File: src/rtl/fetch_unit.sv
// Instruction fetch stage: owns the PC, drives the ROM address, and buffers {pc, inst}
// pairs in a small FIFO. Redirects flush everything; rst acts as a redirect to RESET_PC.
module fetch_unit #(
    parameter int unsigned     WORD     = 32,
    parameter int unsigned     ADDR     = 32,
    parameter logic [ADDR-1:0] RESET_PC = '0,
    parameter int unsigned     DEPTH    = 2
) (
    input  logic            clk,
    input  logic            rst,
    output logic [ADDR-1:0] rom_addr,
    input  logic [WORD-1:0] rom_dout,
    input  logic            redirect,
    input  logic [ADDR-1:0] redirect_pc,
    output logic            out_valid,
    input  logic            out_ready,
    output logic [ADDR-1:0] out_pc,
    output logic [WORD-1:0] out_inst
);
    localparam int unsigned   PW      = $clog2(DEPTH);
    localparam logic [PW+1:0] DEPTH_C = (PW+2)'(DEPTH);

    logic [ADDR-1:0] r_fetch_pc;
    logic            r_req_valid;
    logic [ADDR-1:0] r_req_pc;
    logic [PW:0]     r_count;
    logic [PW-1:0]   r_rd_ptr;
    logic [PW-1:0]   r_wr_ptr;
    logic [ADDR-1:0] r_mem_pc   [DEPTH];
    logic [WORD-1:0] r_mem_inst [DEPTH];

    logic            w_pop;
    logic            w_push;
    logic            w_issue;
    logic [PW+1:0]   w_credit_used;
    logic [PW+1:0]   w_credit_avail;
    logic [PW:0]     w_count_next;

    assign rom_addr  = r_fetch_pc;
    assign out_valid = (r_count != '0);
    assign out_pc    = r_mem_pc[r_rd_ptr];
    assign out_inst  = r_mem_inst[r_rd_ptr];

    assign w_pop  = out_valid && out_ready;
    assign w_push = r_req_valid;

    // An issue is allowed only if its data is guaranteed a FIFO slot on arrival.
    assign w_credit_used  = {1'b0, r_count} + {{(PW+1){1'b0}}, r_req_valid};
    assign w_credit_avail = DEPTH_C + {{(PW+1){1'b0}}, w_pop};
    assign w_issue        = !rst && !redirect && (w_credit_used < w_credit_avail);

    always_comb begin
        w_count_next = r_count;
        if (w_push && !w_pop) begin
            w_count_next = r_count + 1'b1;
        end else if (!w_push && w_pop) begin
            w_count_next = r_count - 1'b1;
        end
    end

    always_ff @(posedge clk) begin
        if (rst) begin
            r_fetch_pc  <= RESET_PC;
            r_req_valid <= 1'b0;
            r_req_pc    <= '0;
            r_count     <= '0;
            r_rd_ptr    <= '0;
            r_wr_ptr    <= '0;
            for (int i = 0; i < int'(DEPTH); i++) begin
                r_mem_pc[i]   <= '0;
                r_mem_inst[i] <= '0;
            end
        end else if (redirect) begin
            // In-flight word is squashed and any same-cycle pop is discarded.
            r_fetch_pc  <= redirect_pc;
            r_req_valid <= 1'b0;
            r_count     <= '0;
            r_rd_ptr    <= '0;
            r_wr_ptr    <= '0;
        end else begin
            if (w_issue) begin
                r_req_valid <= 1'b1;
                r_req_pc    <= r_fetch_pc;
                r_fetch_pc  <= r_fetch_pc + ADDR'(4);
            end else begin
                r_req_valid <= 1'b0;
            end
            if (w_push) begin
                r_mem_pc[r_wr_ptr]   <= r_req_pc;
                r_mem_inst[r_wr_ptr] <= rom_dout;
                r_wr_ptr             <= r_wr_ptr + 1'b1;
            end
            if (w_pop) begin
                r_rd_ptr <= r_rd_ptr + 1'b1;
            end
            r_count <= w_count_next;
        end
    end

endmodule

File: config.mk
export PLATFORM = sky130hd
export DESIGN_NAME = fetch_unit
export DESIGN_NICKNAME = d
export VERILOG_FILES = /design/src/rtl/fetch_unit.sv
export SDC_FILE = /design/constraint.sdc
export NUM_CORES = 1
export LEC_CHECK = 0
export ABC_CLOCK_PERIOD_IN_PS = 2200
export BUFFER_PORTS_ARGS = -buffer_cell sky130_fd_sc_hd__buf_2
export CAP_MARGIN = 10
export CORE_ASPECT_RATIO = 1.1
export CORE_MARGIN = 2
export CORE_UTILIZATION = 25
export CTS_BUF_LIST = sky130_fd_sc_hd__clkbuf_8
export DETAILED_ROUTE_END_ITERATION = 8
export PLACE_DENSITY = 0.43
export REMOVE_ABC_BUFFERS = 1
export SYNTH_ARGS = -nofsm -noshare
export SYNTH_HDL_FRONTEND = slang
export SYNTH_SLANG_ARGS = --single-unit
File: constraint.sdc
create_clock -name clk -period 2.2 [get_ports clk]
set_input_delay 0.22 -clock clk [delete_from_list [all_inputs] [get_ports clk]]
set_output_delay 0.22 -clock clk [all_outputs]
set_load 0.05 [all_outputs]
# --- Yosys cells after proc, flatten, opt, wreduce, memory -nomap -nowiden ---
# Memory sizes are Yosys's and may differ from the RTL's. A register that Yosys moved wholly into a read port is not among the register bits.
# Index checks and enable logic that the tools add are counted.
word_totals:
  regBits: 69
  latchBits: 0
  ramBits: 128
  romBits: 0
  output_inout_bits: 97
  memories: 2
mem_list:
  columns: ["name", "depth", "word_bits", "read_ports", "rd_ports_with_merged_regs", "write_ports", "line", "text"]
  rows:
  - ["r_mem_inst", 2, 32, 1, 1, 2, "30", "logic [WORD-1:0] r_mem_inst [DEPTH];"]
  - ["r_mem_pc", 2, 32, 1, 1, 2, "29", "logic [ADDR-1:0] r_mem_pc [DEPTH];"]
op_classes:
  add_sub_neg: 7
  n_mul: 0
  div_mod_pow: 0
  magnitude_cmp: 1
  eq_ne: 0
  shifts: 0
  muxes: 21
  bitwise: 1
  n_reduce_logical: 16
op_table:
  columns: ["op", "n"]
  rows:
  - ["32-bit two-way mux", 4]
  - ["32-bit OR reduction", 2]
  - ["32-bit by 3-bit adder with 32-bit output, second input constant", 1]
  - ["1-bit two-way mux", 15]
  - ["2-bit nonzero test", 3]
  - ["1-bit logical AND", 5]
  - ["1-bit logical NOT", 4]
  - ["2-bit two-way mux", 2]
  - ["2-bit by 1-bit adder with 3-bit output", 1]
  - ["2-bit by 1-bit adder with 3-bit output, first input constant", 1]
  - ["3-bit < comparator", 1]
  - ["1-bit adder, second input constant", 2]
  - ["2-bit by 1-bit adder with 2-bit output, second input constant", 1]
  - ["2-bit AND reduction", 1]
  - ["2-bit OR reduction", 1]
  - ["2-bit by 1-bit subtractor with 2-bit output, second input constant", 1]
  - ["1-bit inverter", 1]

# --- Longest topological paths before layout ---
logic_depth:
  depth_word: 7
  mapped_depth: 10

# --- Worst setup path after synthesis ---
# Ideal clock, no wire load.
synth_timing:
  kind: "register -> register"
  from: "register r_fetch_pc[14] (netlist: rom_addr[14])"
  to: "register r_fetch_pc[30] (netlist: rom_addr[30])"
  t_arrival_ns: 1.994
  required_time_ns: 2.074
  path_slack_ns: 0.081
  stages_incl_launch_ff: 7
  path_buffers: 1
  synth_period_minus_slack_ns: 2.119
  cell_sequence: "dfxtp_1 nand4_2 or3_1 buf_6 nor4b_2 xnor2_1 o22ai_2"
synth_between:
  elab_chain_len: 3
synth_rtl:
  columns: ["item", "line", "text"]
  rows:
  - ["start: declaration", "23", "logic [ADDR-1:0] r_fetch_pc;"]
  - ["start signal: assignment", "75", "r_fetch_pc <= redirect_pc;"]
  - ["start signal: assignment", "84", "r_fetch_pc <= r_fetch_pc + ADDR'(4);"]
  - ["32-bit by 3-bit adder with 32-bit output", "84", null]
  - ["32-bit two-way mux", "81", "if (w_issue) begin"]
  - ["32-bit two-way mux", "73", "end else if (redirect) begin"]
# Every way passes these cells. The select of a mux whose other input is x is not followed.
# A chain may end at the register's enable or synchronous reset.

# --- Worst setup path in the final report ---
layout_timing:
  from: "register r_fetch_pc[16] (netlist: rom_addr[16])"
  to: "register r_fetch_pc[30] (netlist: rom_addr[30])"
# Same word-level chain as after synthesis.

==> impl_table.tex <==
\begin{tabular}{lr}
\hline
Metric & Value \\
\hline
\multicolumn{2}{l}{\textbf{Run status}} \\
Status & complete, no violations \\
\multicolumn{2}{l}{\textbf{Power and ir drop}} \\
Fraction of power consumed by combinational cells & 15.1\% \\
Maximum vdd ir drop & 352 uV \\
Proportion of power drawn by flip-flops and latches & 54.2\% \\
Internal power consumption & approximately 5.5 mW \\
Clock share of power & a little under a third \\
Power dissipated by switching net loads & 2.21 mW \\
Power per Cell Area & 698 nW/um\^{}2 \\
Leakage power summed over all cells & between 4 and 5 nW \\
Switching share of power & about 29\% \\
\multicolumn{2}{l}{\textbf{Worst hold path}} \\
Hold Crit Class & in2reg \\
\multicolumn{2}{l}{\textbf{Critical path}} \\
Number of stages on the worst setup path & 5 \\
CP top delay family & simple AND/OR/NAND/NOR gates \\
R2R depth & 5 \\
Crit Path Category & reg2reg \\
Worst setup slack for register-to-register paths & 0.16 ns \\
Worst-path maximum fanout & 6 \\
Capture instance of the worst register-to-register path & rom\_addr[30] \\
Source of the critical timing path & rom\_addr[16] \\
Required time of the critical path & 2.54 ns \\
Critical-path top delay cell & sky130\_fd\_sc\_hd\_\_or3\_1 \\
Sum of buffers and inverters on the critical path & 0 \\
Origin of the critical flop-to-flop path & rom\_addr[16] \\
Type of destination of the critical path & flip-flop \\
Worst path arrival time & 2.38 ns \\
Ordered list of cells on the worst path & nand4\_2 > or3\_1 > nor4b\_2 > xnor2\_1 > o22ai\_2 \\
CP startpoint kind & flip-flop \\
Capture point of the worst path & rom\_addr[30] \\
Max incr delay on CP & 0.63 ns \\
\multicolumn{2}{l}{\textbf{GRT}} \\
GRT Util Overall & 13.8\% \\
Total overflow reported by the global router & 0 \\
Maximum number of pins on one net before global-route repair & 65 \\
Wire length of the first global-routing pass & 37400 um \\
Initial antenna violation count & 1 \\
Number of global-route vias before repair & between 6k and 7k \\
\multicolumn{2}{l}{\textbf{Floorplan}} \\
Y dimension of the die & 200 um \\
Die area & about 36000 sq um \\
Number of standard-cell rows in the floorplan & 71 \\
Number of I/O pins & 165 \\
Width of the die & 182 um \\
Area of the core & 34300 sq um \\
Initial Util & roughly a quarter \\
\multicolumn{2}{l}{\textbf{Layout}} \\
Synthesis-to-finish area growth & 27.0\% \\
Final standard cell area without fillers & roughly 11000 sq um \\
Commonest cells after routing, fill and taps aside & sky130\_fd\_sc\_hd\_\_buf\_2 (164), sky130\_fd\_sc\_hd\_\_and2\_1 (134), sky130\_fd\_sc\_hd\_\_edfxtp\_1 (128), sky130\_fd\_sc\_hd\_\_nand2\_1 (81), sky130\_fd\_sc\_hd\_\_dfxtp\_1 (69) \\
Final net count & slightly above 1k \\
Fill cell count & 3557 \\
Fin util & 32.3\% \\
Layout cells sized above 1 & 34.1\% \\
Leading cell type in the layout, fill and taps excluded & sky130\_fd\_sc\_hd\_\_buf\_2 \\
\multicolumn{2}{l}{\textbf{Drt}} \\
Routed wire length & roughly 25000 um \\
Via density & around 4.4 \\
Remaining antenna violation count & 0 \\
Number of design rule violations left after detail routing & 0 \\
Detail-routed net length per standard cell & 17.6 um \\
Detailed-router iteration count before antenna repair & 5 \\
Met3 wire length & 1200 um \\
Initial detailed-routing violation count & approximately 290 \\
Top layer used by detailed routing & met4 \\
Detailed-route via count & between 6k and 7k \\
Met2 wirelength from detailed routing & 11300 um \\
Post-Route M1 WL & about 12000 um \\
\multicolumn{2}{l}{\textbf{STA}} \\
Layout Skew & 0.0188 ns \\
Final min period & $\sim$2 ns \\
Number of slew-limit violations in the final report & 0 \\
Final Setup Violations & 0 \\
Post-route fraction of the period consumed by the critical path & 92.5\% \\
Setup repair after global routing missed its margin & no \\
Worst-margin pin slew & 0.476 ns \\
Final Hold Slack & about 0.046 ns \\
Hold Violations, Final & 0 \\
Fmax & 491 MHz \\
Worst slew margin & 68.3\% \\
\multicolumn{2}{l}{\textbf{Synthesis}} \\
Top\_reg\_cell synth & sky130\_fd\_sc\_hd\_\_edfxtp\_1 \\
Synth Instances & around 730 \\
Synthesized area per cell & between 10 and 15 sq um \\
Cell Area, Synth & 8710 sq um \\
Flip-flop and latch count after synthesis & between 150 and 200 \\
Number of enable flip-flop cells after synthesis & approximately 130 \\
Synth async-reset ratio & 0\% \\
Sequential element share of the synthesized area & 60.2\% \\
Count of synthesis-stage warnings from yosys & 0 \\
Distinct cells, synth & 47 \\
\multicolumn{2}{l}{\textbf{Clock network}} \\
Reg clk slew, reported paths & approximately 0.10 ns \\
Number of buffers created by CTS & 17 \\
Clock latency on the worst-skew pair & 0.48 ns \\
Clock buffer depth & 2 \\
Clock Sinks & 198 \\
Number of levels the H-tree was split into & 4 \\
TritonCTS clock tree & built \\
Clock Tree Root & sky130\_fd\_sc\_hd\_\_clkbuf\_8 \\
\multicolumn{2}{l}{\textbf{Placement}} \\
Port bufs & 164 \\
Post-DP HPWL & 16100 um \\
Dpl cell area & between 10000 and 15000 sq um \\
Routability congestion estimate & 0.721 \\
\multicolumn{2}{l}{\textbf{Run}} \\
MaxCap Viol Count & 0 \\
\hline
\end{tabular}
## worst register-to-register path: stages, from the launching register on
cell	delay, ns
sky130_fd_sc_hd__dfxtp_1	0.46
sky130_fd_sc_hd__nand4_2	0.21
sky130_fd_sc_hd__or3_1	0.63
sky130_fd_sc_hd__nor4b_2	0.36
sky130_fd_sc_hd__xnor2_1	0.17
sky130_fd_sc_hd__o22ai_2	0.09
## cell usage after synthesis, drive strengths merged (3+ instances only)
master	instances	area, sq um
and2	134	838
edfxtp	128	3840
nand2	82	308
dfxtp	70	1400
mux2	65	732
a21oi	43	215
clkbuf	38	146
nor2	28	105
nand3	15	87.6
xor2	15	131
nand4	14	109
a211oi	11	82.6
xnor2	10	87.6
o22ai	9	81.3
buf	8	52.6
a31oi	7	43.8
and3	6	37.5
inv	5	18.8
nor3	5	35.0
nor4	5	65.1
and4	4	35.0
ha	4	50.1
or2	4	25.0
or3	4	25.0
a311oi	3	26.3
o21ai	3	15.0
## power by group through the flow
stage / registers [mW] / clock network (mW) / logic, mW
global placement: 4.27 / 0 / 1.14
CTS: 4.19 / 2.48 / 1.19
global route: 4.21 / 2.61 / 1.25
floorplan: 4.41 / 0 / 0.548
finish: 4.19 / 2.37 / 1.17
detailed placement: 4.28 / 0 / 1.14
## sequential cells by signal, indices dropped and copies added (netlist names), named ones only
name / cells
r_mem_inst: 64
rom_addr: 32
r_count: 2
r_rd_ptr: 1
r_req_pc: 32
r_mem_pc: 64
r_wr_ptr: 1
r_req_valid: 1
## timing repair
item	in CTS	in global routing
hold buffers	29	1
endpoints found under the setup margin	34	9
gates resized for setup	0	1
gates cloned	0	0
endpoints found under the hold margin	40	2
buffers inserted	2	0
## metal layers
| metal | vias to the layer above | GRT usage, % |
|---|---|---|
| met5 | - | 0 |
| met4 | 0 | 4.00 |
| met3 | 17 | 3.37 |
| met2 | 148 | 22.2 |
| met1 | 2913 | 18.6 |
| li1 | 3019 | - |
## worst min-delay path by stage
stage	slack, ns	cells after the start	from	end
floorplan	0.29	1	rst	r_req_pc[0]
global placement	0.45	2	r_req_pc[27]	r_req_pc[27]
detailed placement	0.46	2	r_req_pc[7]	r_req_pc[7]
CTS	0.0008	2	rom_dout[30]	r_mem_inst[1][30]
global route	0.003	2	rom_dout[25]	r_mem_inst[0][25]
finish	0.05	3	redirect_pc[11]	rom_addr[11]
## area by class of cell
cell class / instances / area, sq um / area share [%]
clock inverters: 14 / 135 / 1.22
diodes: 1 / 2.50 / 0.0226
clock buffers: 18 / 248 / 2.24
repair buffers: 241 / 1600 / 14.5
inverters: 5 / 18.8 / 0.170
well taps: 438 / 548 / 4.95
flip-flops and latches: 198 / 5250 / 47.4
multi-input cells: 483 / 3260 / 29.5
## stage by stage
stage	power (mW)	setup TNS (ns)	setup WS [ns]	cells
floorplan	4.96	-125.90	-0.948	686
detailed placement	5.42	0	0.132	1333
finish	7.73	0	0.164	1398
global placement	5.41	0	0.170	1333
CTS	7.86	0	0.0906	1396
global route	8.08	0	0.0293	1397
## logic make-up (layout without fill, tap and decap cells)
family	Yosys count	in the layout	synth area share (%)
adder cells (fa/ha/maj)	4	4	0.575
buffers and inverters	51	278	2.50
multiplexers	67	67	8.64
AO/OA/AOI/OAI	84	84	6.09
flip-flops	198	198	60.2
AND/OR/NAND/NOR	303	303	19.4
XOR/XNOR	25	25	2.51
other	0	1	0
No activity file was read; power rests on OpenSTA's default activity.
